==> src/rtl/axi_pkg.sv <==
// Shared definitions for the AXI4 burst master: FSM state encoding,
// fixed AXI4 sideband values and the AxSIZE helper.
package axi_pkg;

  // Transaction sequencer states. S_BNDERR is only reachable when
  // AXI_4K_CHECK_EN is defined (4KB-crossing requests are refused).
  typedef enum logic [2:0] {
    S_IDLE   = 3'd0,
    S_WADDR  = 3'd1,
    S_WDATA  = 3'd2,
    S_WRESP  = 3'd3,
    S_RADDR  = 3'd4,
    S_RDATA  = 3'd5,
    S_BNDERR = 3'd6
  } state_e;

  localparam logic [1:0] BURST_INCR = 2'b01;
  localparam logic [3:0] CACHE_DEF  = 4'b0011;
  localparam logic [1:0] RESP_OKAY  = 2'b00;

  // AxSIZE encodes bytes per beat as log2(bytes).
  function automatic logic [2:0] axsize(input int data_w);
    return 3'($clog2(data_w / 8));
  endfunction

endpackage

==> src/rtl/axi_beat_counter.sv <==
// Beat counter with last-beat compare, shared by the write-data and
// read-data phases. Counts accepted beats; last_o flags beat index == len.
module axi_beat_counter (
  input  logic       clk_i,
  input  logic       rst_i,
  input  logic       clr_i,
  input  logic       inc_i,
  input  logic [7:0] len_i,
  output logic [7:0] cnt_o,
  output logic       last_o
);

  logic [7:0] cnt_q;

  // Full 8-bit count so len=255 compares before any wrap.
  always_ff @(posedge clk_i) begin
    if (rst_i || clr_i) begin
      cnt_q <= 8'd0;
    end else if (inc_i) begin
      cnt_q <= cnt_q + 8'd1;
    end
  end

  assign cnt_o  = cnt_q;
  assign last_o = (cnt_q == len_i);

endmodule

==> src/rtl/axi_burst_master.sv <==
// AXI4 burst master: turns a request/stream interface into single
// outstanding AXI4 INCR bursts of 1..MAX_BEATS beats.
// Optional feature macro: AXI_4K_CHECK_EN -- refuse requests that would
// cross a 4KB boundary (DONE with ERR=1, no AXI traffic).
module axi_burst_master
  import axi_pkg::*;
#(
  parameter int ADDR_W    = 32,
  parameter int DATA_W    = 32,
  parameter int MAX_BEATS = 16
) (
  input  logic                CLK,
  input  logic                RST,
  // request side
  input  logic                REQ_VALID,
  output logic                REQ_READY,
  input  logic                REQ_WE,
  input  logic [ADDR_W-1:0]   REQ_ADDR,
  input  logic [7:0]          REQ_LEN,
  // write-data stream
  input  logic                WD_VALID,
  output logic                WD_READY,
  input  logic [DATA_W-1:0]   WD_DATA,
  // read-data stream
  output logic                RD_VALID,
  input  logic                RD_READY,
  output logic [DATA_W-1:0]   RD_DATA,
  output logic                RD_LAST,
  // completion
  output logic                DONE,
  output logic                ERR,
  // AXI write address
  output logic [ADDR_W-1:0]   AWADDR,
  output logic [7:0]          AWLEN,
  output logic                AWVALID,
  input  logic                AWREADY,
  output logic [3:0]          AWID,
  output logic [1:0]          AWBURST,
  output logic [2:0]          AWSIZE,
  output logic                AWLOCK,
  output logic [3:0]          AWCACHE,
  output logic [2:0]          AWPROT,
  output logic [3:0]          AWQOS,
  output logic                AWUSER,
  // AXI write data
  output logic [DATA_W-1:0]   WDATA,
  output logic [DATA_W/8-1:0] WSTRB,
  output logic                WLAST,
  output logic                WVALID,
  input  logic                WREADY,
  output logic                WUSER,
  // AXI write response
  input  logic [1:0]          BRESP,
  input  logic                BVALID,
  output logic                BREADY,
  // AXI read address
  output logic [ADDR_W-1:0]   ARADDR,
  output logic [7:0]          ARLEN,
  output logic                ARVALID,
  input  logic                ARREADY,
  output logic [3:0]          ARID,
  output logic [1:0]          ARBURST,
  output logic [2:0]          ARSIZE,
  output logic                ARLOCK,
  output logic [3:0]          ARCACHE,
  output logic [2:0]          ARPROT,
  output logic [3:0]          ARQOS,
  output logic                ARUSER,
  // AXI read data
  input  logic [DATA_W-1:0]   RDATA,
  input  logic [1:0]          RRESP,
  input  logic                RLAST,
  input  logic                RVALID,
  output logic                RREADY
);

  localparam int         BYTES   = DATA_W / 8;
  localparam logic [7:0] LEN_MAX = 8'(MAX_BEATS - 1);

  state_e              state_q;
  logic [ADDR_W-1:0]   addr_q;
  logic [7:0]          len_q;
  logic                err_q;
  logic                awvalid_q;
  logic                arvalid_q;

  logic [7:0]          req_len_c;
  logic                bnd_err;
  logic                w_hs;
  logic                r_hs;
  logic                beat_last;
  logic [7:0]          beat_cnt;
  logic                done_c;
  logic                beat_err_c;

  assign req_len_c = (REQ_LEN > LEN_MAX) ? LEN_MAX : REQ_LEN;

`ifdef AXI_4K_CHECK_EN
  logic [31:0] end_off;
  assign end_off = 32'(REQ_ADDR[11:0]) + (32'(req_len_c) + 32'd1) * 32'(BYTES);
  assign bnd_err = (end_off > 32'd4096);
`else
  assign bnd_err = 1'b0;
`endif

  assign w_hs = (state_q == S_WDATA) && WD_VALID && WREADY;
  assign r_hs = (state_q == S_RDATA) && RVALID && RD_READY;

  axi_beat_counter u_beat_cnt (
    .clk_i  (CLK),
    .rst_i  (RST),
    .clr_i  (state_q == S_IDLE),
    .inc_i  (w_hs || r_hs),
    .len_i  (len_q),
    .cnt_o  (beat_cnt),
    .last_o (beat_last)
  );

  // Completion and per-cycle error detection, combinational with the
  // final B or R handshake so DONE lands in the handshake cycle.
  always_comb begin
    done_c     = 1'b0;
    beat_err_c = 1'b0;
    case (state_q)
      S_WRESP: begin
        done_c     = BVALID;
        beat_err_c = (BRESP != RESP_OKAY);
      end
      S_RDATA: begin
        if (r_hs) begin
          done_c     = beat_last;
          beat_err_c = (RRESP != RESP_OKAY) || (beat_last && !RLAST);
        end
      end
      S_BNDERR: begin
        done_c     = 1'b1;
        beat_err_c = 1'b1;
      end
      default: ;
    endcase
  end

  // Transaction sequencer with registered address-channel valids.
  always_ff @(posedge CLK) begin
    if (RST) begin
      state_q   <= S_IDLE;
      addr_q    <= '0;
      len_q     <= 8'd0;
      err_q     <= 1'b0;
      awvalid_q <= 1'b0;
      arvalid_q <= 1'b0;
    end else begin
      case (state_q)
        S_IDLE: begin
          if (REQ_VALID) begin
            addr_q <= REQ_ADDR;
            len_q  <= req_len_c;
            err_q  <= 1'b0;
            if (bnd_err) begin
              state_q <= S_BNDERR;
            end else if (REQ_WE) begin
              state_q   <= S_WADDR;
              awvalid_q <= 1'b1;
            end else begin
              state_q   <= S_RADDR;
              arvalid_q <= 1'b1;
            end
          end
        end
        S_WADDR: begin
          if (AWREADY) begin
            awvalid_q <= 1'b0;
            state_q   <= S_WDATA;
          end
        end
        S_WDATA: begin
          if (w_hs && beat_last) begin
            state_q <= S_WRESP;
          end
        end
        S_WRESP: begin
          if (BVALID) begin
            err_q   <= err_q || beat_err_c;
            state_q <= S_IDLE;
          end
        end
        S_RADDR: begin
          if (ARREADY) begin
            arvalid_q <= 1'b0;
            state_q   <= S_RDATA;
          end
        end
        S_RDATA: begin
          if (r_hs) begin
            err_q <= err_q || beat_err_c;
            if (beat_last) begin
              state_q <= S_IDLE;
            end
          end
        end
        S_BNDERR: begin
          state_q <= S_IDLE;
        end
        default: begin
          state_q   <= S_IDLE;
          awvalid_q <= 1'b0;
          arvalid_q <= 1'b0;
        end
      endcase
    end
  end

  assign REQ_READY = (state_q == S_IDLE);
  assign DONE      = done_c;
  assign ERR       = done_c && (err_q || beat_err_c);

  assign AWADDR  = addr_q;
  assign AWLEN   = len_q;
  assign AWVALID = awvalid_q;
  assign AWID    = 4'd0;
  assign AWBURST = BURST_INCR;
  assign AWSIZE  = axsize(DATA_W);
  assign AWLOCK  = 1'b0;
  assign AWCACHE = CACHE_DEF;
  assign AWPROT  = 3'd0;
  assign AWQOS   = 4'd0;
  assign AWUSER  = 1'b0;

  // Write data is a straight pass-through while in the data phase.
  assign WVALID   = (state_q == S_WDATA) && WD_VALID;
  assign WD_READY = (state_q == S_WDATA) && WREADY;
  assign WDATA    = WD_DATA;
  assign WSTRB    = '1;
  assign WLAST    = (state_q == S_WDATA) && beat_last;
  assign WUSER    = 1'b0;

  assign BREADY = (state_q == S_WRESP);

  assign ARADDR  = addr_q;
  assign ARLEN   = len_q;
  assign ARVALID = arvalid_q;
  assign ARID    = 4'd0;
  assign ARBURST = BURST_INCR;
  assign ARSIZE  = axsize(DATA_W);
  assign ARLOCK  = 1'b0;
  assign ARCACHE = CACHE_DEF;
  assign ARPROT  = 3'd0;
  assign ARQOS   = 4'd0;
  assign ARUSER  = 1'b0;

  // Read data is a straight pass-through; RD_LAST comes from the local count.
  assign RREADY   = (state_q == S_RDATA) && RD_READY;
  assign RD_VALID = (state_q == S_RDATA) && RVALID;
  assign RD_DATA  = RDATA;
  assign RD_LAST  = (state_q == S_RDATA) && beat_last;

endmodule

==> config.mk <==
export PLATFORM = sky130hd
export DESIGN_NAME = axi_burst_master
export DESIGN_NICKNAME = d
export VERILOG_FILES = /design/src/rtl/axi_pkg.sv /design/src/rtl/axi_beat_counter.sv /design/src/rtl/axi_burst_master.sv
export SDC_FILE = /design/constraint.sdc
export NUM_CORES = 1
export LEC_CHECK = 0
export ABC_AREA = 1
export CELL_PAD_IN_SITES_DETAIL_PLACEMENT = 1
export CELL_PAD_IN_SITES_GLOBAL_PLACEMENT = 1
export CORE_MARGIN = 1.5
export CORE_UTILIZATION = 22
export DETAILED_ROUTE_END_ITERATION = 12
export HOLD_SLACK_MARGIN = 0.12
export PLACE_DENSITY_LB_ADDON = 0.1
export REMOVE_ABC_BUFFERS = 1
export SLEW_MARGIN = 15
export SYNTH_ARGS = -nofsm -noshare
export SYNTH_HDL_FRONTEND = slang
export SYNTH_SLANG_ARGS = --single-unit
==> constraint.sdc <==
create_clock -name CLK -period 5.4 [get_ports CLK]
set_input_delay 1.62 -clock CLK [delete_from_list [all_inputs] [get_ports CLK]]
set_output_delay 1.62 -clock CLK [all_outputs]
set_load 0.02 [all_outputs]
Word-level counts from Yosys, hierarchy flattened
Cells that the tools add are included.
{ "word_totals": {"output_inout_bits": 205, "input_bits": 120, "register_bits": 54} }
{ "op_classes": {"reduce_logical": 27, "muxes": 26, "eq_ne": 16, "n_addsub": 1, "bitwise_logic": 2, "magnitude_cmp": 1} }
{ "ops": {"columns": ["op", "count"], "rows": [
  ["$mux 3", 8],
  ["$pmux 3 s6", 1],
  ["$ne 2x2->1 const B", 8],
  ["$pmux 1 s3", 5],
  ["$reduce_and 4->1", 3],
  ["$logic_and 1x1->1", 11],
  ["$mux 1", 11],
  ["$reduce_or 5->1", 2],
  ["$eq 3x3->1 const B", 3],
  ["$add 8x1->8 const B", 1],
  ["$eq 8x8->1", 1],
  ["$gt 8x4->1 const B", 1],
  ["$mux 8", 1],
  ["$reduce_and 7->1", 1],
  ["$eq 3x2->1 const B", 2],
  ["$logic_or 1x1->1", 4],
  ["$reduce_bool 2->1", 2],
  ["$eq 3x1->1 const B", 1],
  ["$logic_not 3->1", 1],
  ["$reduce_bool 3->1", 1],
  ["$ne 2x1->1 const B", 1],
  ["$not 1->1", 2],
  ["$reduce_and 2->1", 1],
  ["$logic_not 1->1", 1]
]} }

Depth between registers and ports, before layout
{ "logic_depth": {"depth_word": 8, "ltp_mapped": 12, "mapped_depth_nobuf": 12} }

Modules after synthesis
Synthesis repeated with hierarchy kept, for this count alone.
{ "unflattened": {"hier_cells": 536, "area_unflattened_um2": 3834.9} }
{ "by_module_without_submodules": {"columns": ["mod", "cells_each", "seq_area_each_um2", "instances", "area_per_inst_um2"], "rows": [
  ["axi_burst_master", 444, 920.9, 1, 3314.4],
  ["axi_beat_counter", 92, 160.2, 1, 520.5]
]} }

Least setup slack after synthesis
OpenSTA, ideal clock, no wires.
{ "synth_timing": {"kind": "input port to output port", "from": "input RVALID", "to": "output ERR", "stages": 6, "required_ns": 3.780, "arrival_ns": 2.490, "path_slack_ns": 1.290, "path_cell_list": "inv_1 > nor2_4 > nand4_1 > o211ai_1 > nand2_1 > inv_1"} }
{ "synth_via": {"word_cells_on_any_way": 8} }
{ "synth_lines": {"columns": ["element", "line_no", "text"], "rows": [
  ["start: declaration", "axi_burst_master.sv:73", "input logic RVALID,"],
  ["$logic_and 1x1->1", null, null],
  ["via RD_VALID", "axi_burst_master.sv:25", "output logic RD_VALID,"],
  ["$logic_and 1x1->1", "axi_burst_master.sv:107", "assign r_hs = (state_q == S_RDATA) && RVALID && RD_READY;"],
  ["$mux 1", "axi_burst_master.sv:130", "if (r_hs) begin"],
  ["$pmux 1 s3", "axi_burst_master.sv:124", "case (state_q)"],
  ["via DONE", "axi_burst_master.sv:30", "output logic DONE,"],
  ["$logic_and 1x1->1", "axi_burst_master.sv:215", "assign ERR = done_c && (err_q || beat_err_c);"],
  ["end: declaration", "axi_burst_master.sv:31", "output logic ERR,"]
]} }
The timed path passes the listed nets, and every way through them passes these cells.

Final worst setup path
{ "layout_timing": {"from": "input RVALID", "to": "output ERR"} }
{ "layout_via": {"elab_chain_len": 6, "word_cells_on_any_way": 8} }
{ "layout_rtl": {"columns": ["element", "line_no"], "rows": [
  ["$logic_and 1x1->1 * (2 in series)", "axi_burst_master.sv:107"],
  ["$mux 1", "axi_burst_master.sv:130"],
  ["$pmux 1 s3", "axi_burst_master.sv:124"],
  ["$logic_or 1x1->1", "axi_burst_master.sv:215"],
  ["$logic_and 1x1->1 *", "axi_burst_master.sv:215"]
]} }
Every way passes the cells marked *; elsewhere a longest branch is shown, timed or not.

==> results.sh <==
export IMPL_status="complete, no violations"
export IMPL_final_max_slew_viol_count=0
export IMPL_cap_violations=0
export IMPL_coreArea_sq_um=16500
export IMPL_rsz0062_at_grt="false"
export IMPL_post_cts_resized=0
export IMPL_h_tree_depth=2
export IMPL_cts_tree="yes"
export IMPL_nets=659
export IMPL_hold_start="ARADDR[19]$_SDFFE_PP0P_"
export IMPL_finalSetupTns_ns=0
export IMPL_cts_hold_buffers=0
export IMPL_rr_startpoint="state_q[0]$_SDFFE_PP0P_"
export IMPL_synth_most_common_cell="buf_4"
export IMPL_num_fill_cells=2001
export IMPL_dieArea_sq_um=17600
export IMPL_power_density_nw_per_um2=438
export IMPL_num_vias=3110
export IMPL_hold_class="reg2reg"
export IMPL_slowest_stage="clkdlybuf4s50_1"
export IMPL_num_rows=47
export IMPL_area_growth_pct=24.1
export IMPL_crit_chain="clkdlybuf4s50_1 -> inv_1 -> nor2_4 -> nand4_1 -> o211ai_2 -> nand2_1 -> inv_1 -> clkdlybuf4s50_1"
export IMPL_synth_top_area_share_pct=31.5
export IMPL_grt_ovfl_total=0
export IMPL_hold_viol_final=0
export IMPL_start_kind="input pin"
export IMPL_die_x_um=133
export IMPL_synth_compound_area_share_pct=8.97
export IMPL_critPathRequiredTime_ns=3.78
export IMPL_ys_ff_latch=54
export IMPL_synth_area_sq_um=3700
export IMPL_crit_path_end_kind="primary output"
export IMPL_ys_seq_area_share_pct=29.2
export IMPL_syn_avg_cell_area_sq_um=7.36
export IMPL_holdWs_ns=0.480
export IMPL_cts_sinks=54
export IMPL_crit_type="in2out"
export IMPL_critPathArrivalTime_ns=3.44
export IMPL_async_reset_ff_share_pct=0
export IMPL_synth_warning_count=0
export IMPL_synth_top_family_by_area="buffers and inverters"
export IMPL_drive_gt1_share_pct=8.16
export IMPL_dp_hpwl_um=11700
export IMPL_synthSimpleGateAreaFrac_pct=22.9
export IMPL_r2r_end="ARLEN[0]$_SDFFE_PP0P_"
export IMPL_holdPathStages=2
export IMPL_placedInstanceArea_sq_um=4430
export IMPL_synth_xor_area_share_pct=1.42
export IMPL_drt_pass1_iter_count=4
export IMPL_gp_congestion=0.727
export IMPL_io_pins=325
export IMPL_first_global_vias=3252
export IMPL_grt_first_pass_wirelength_um=20900
export IMPL_synth_cells=502
export IMPL_synth_common_cells="155 x buf_4, 73 x nand2_1, 54 x dfxtp_1"
export IMPL_drtIter0Drc=114
export IMPL_peakVddDrop_v=0.000173
export IMPL_finalPower_uw=2010
export IMPL_cts_setup_buffers=0
export IMPL_critPathMaxFanout=3
export IMPL_rrSetupSlack_ns=3.13
export IMPL_routed_wl_um=14700
export IMPL_hold_end="ARADDR[19]$_SDFFE_PP0P_"
export IMPL_stdcell_area_sq_um=4590
export IMPL_drc=0
export IMPL_cts_root_buf="clkbuf_16"
export IMPL_p_leak_uw=0.00178
export IMPL_cts_buffer_depth=2
export IMPL_wire_per_inst_um=19.3
export IMPL_antenna_left=0
export IMPL_synth_top_area_cell="buf_4"
export IMPL_setup_violations=0
export IMPL_fmax_mhz=198
export IMPL_cts_buffers=5
export IMPL_clk_latency_ns=0.30
export IMPL_grt_max_degree=41
export IMPL_layout_min_cycle_time_ns=5.06
export IMPL_synth_edf_count=0
export IMPL_path_clk_slew_ns=0.08
export IMPL_die_h_um=133
export IMPL_ys_types=34
export IMPL_r2r_cells=8
export IMPL_grtUsageTotal_pct=16.3
export IMPL_period_share_pct=93.8
export IMPL_slowest_delay_ns=0.59
export IMPL_synth_ff_type="dfxtp_1"
export IMPL_synth_area_top_cells="buf_4 31%, dfxtp_1 29%, nand2_1 7.4%, a21oi_1 6.2%, nand3_1 5.4%"
export IMPL_antenna_cells=0
export IMPL_port_buffers=147
export IMPL_initial_core_util_pct=22.4
export IMPL_synth_fa_ha_area_share_pct=0.339
export IMPL_synth_mux_area_share_pct=0
export IMPL_clock_skew_ns=0.00482
export IMPL_viasPerCell=4.10
export IMPL_antenna_found_initial=1
## cell type report
cell class                      instances  area (sq um)  area share [%]
Clock inverter                          1          8.76           0.191
Sequential cell                        54          1080            23.6
Inverter                               37           143            3.11
Multi-Input combinational cell        289          1430            31.1
Timing Repair Buffer                  151          1500            32.7
Clock buffer                            7           153            3.33
Tap cell                              220           275            6.00
## worst max-delay path: cells and delay by family
kind	cells	cell delay, ns
AOI/OAI and AO/OA	1	0.20
buffers and inverters	4	1.26
and+or+nand+nor	3	0.34
## power by group
part           internal, uW  switching [uW]  total [uW]
sequential              473            76.1         549
clock                   199             166         365
combinational           424             670        1090
total                  1100             912        2010
## per-stage QoR
stage	instances	utilization [%]	setup WS, ns
after CTS	759	27.8	0.303
after global routing	759	27.8	0.251
final	759	27.8	0.337
after floorplan	380	-	1.29
after detailed placement	751	26.8	0.314
after global placement	751	26.8	0.342
## worst max-delay path by stage
| stage | startpoint | end | slack, ns | depth (start not counted) |
|---|---|---|---|---|
| after floorplan | RVALID | ERR | 1.29 | 6 |
| after global placement | RVALID | ERR | 0.34 | 8 |
| after detailed placement | RVALID | ERR | 0.31 | 8 |
| after CTS | RVALID | ERR | 0.30 | 8 |
| after global routing | RVALID | ERR | 0.25 | 8 |
| final | RVALID | ERR | 0.34 | 8 |
## cell usage in the layout (no fill, tap or decap), types with 3 or more instances in the layout
cell	count
dfxtp_1	54
a21oi_1	46
o211ai_1	3
inv_2	6
nor3_1	9
conb_1	49
nor2_2	4
buf_4	4
inv_1	29
clkbuf_16	5
o21ai_1	4
nand4_1	3
clkdlybuf4s50_1	147
nand2_4	3
nand3_1	40
nand3_2	4
xnor2_1	5
nor2_4	7
nand2_2	3
nand2_1	73
nor2_1	23
## routing by layer
layer	wire length (um)	share of wire [%]	vias up	GRT usage (%)
met5	81	0.55	-	4.17
met4	422	2.9	4	5.74
met3	2860	19	40	15.0
met2	5770	39	215	22.0
met1	5550	38	1392	17.5
li1	-	-	1459	-
## sequential cells by signal, summed over array words and instances, names as in the netlist
register          count
ARVALID               1
ARLEN                 8
u_beat_cnt.cnt_o      8
AWVALID               1
err_q                 1
state_q               3
ARADDR               32
## logic make-up (layout without fill, tap and decap cells)
| kind of cell | Yosys count | after routing |
|---|---|---|
| flip-flops | 54 | 54 |
| AND/OR/NAND/NOR | 172 | 172 |
| AO/OA/AOI/OAI | 61 | 61 |
| buffers and inverters | 206 | 196 |
| XOR/XNOR | 6 | 6 |
| other | 2 | 49 |
| adder cells (fa/ha/maj) | 1 | 1 |
Note: power is estimated with default switching activity, not from simulation.
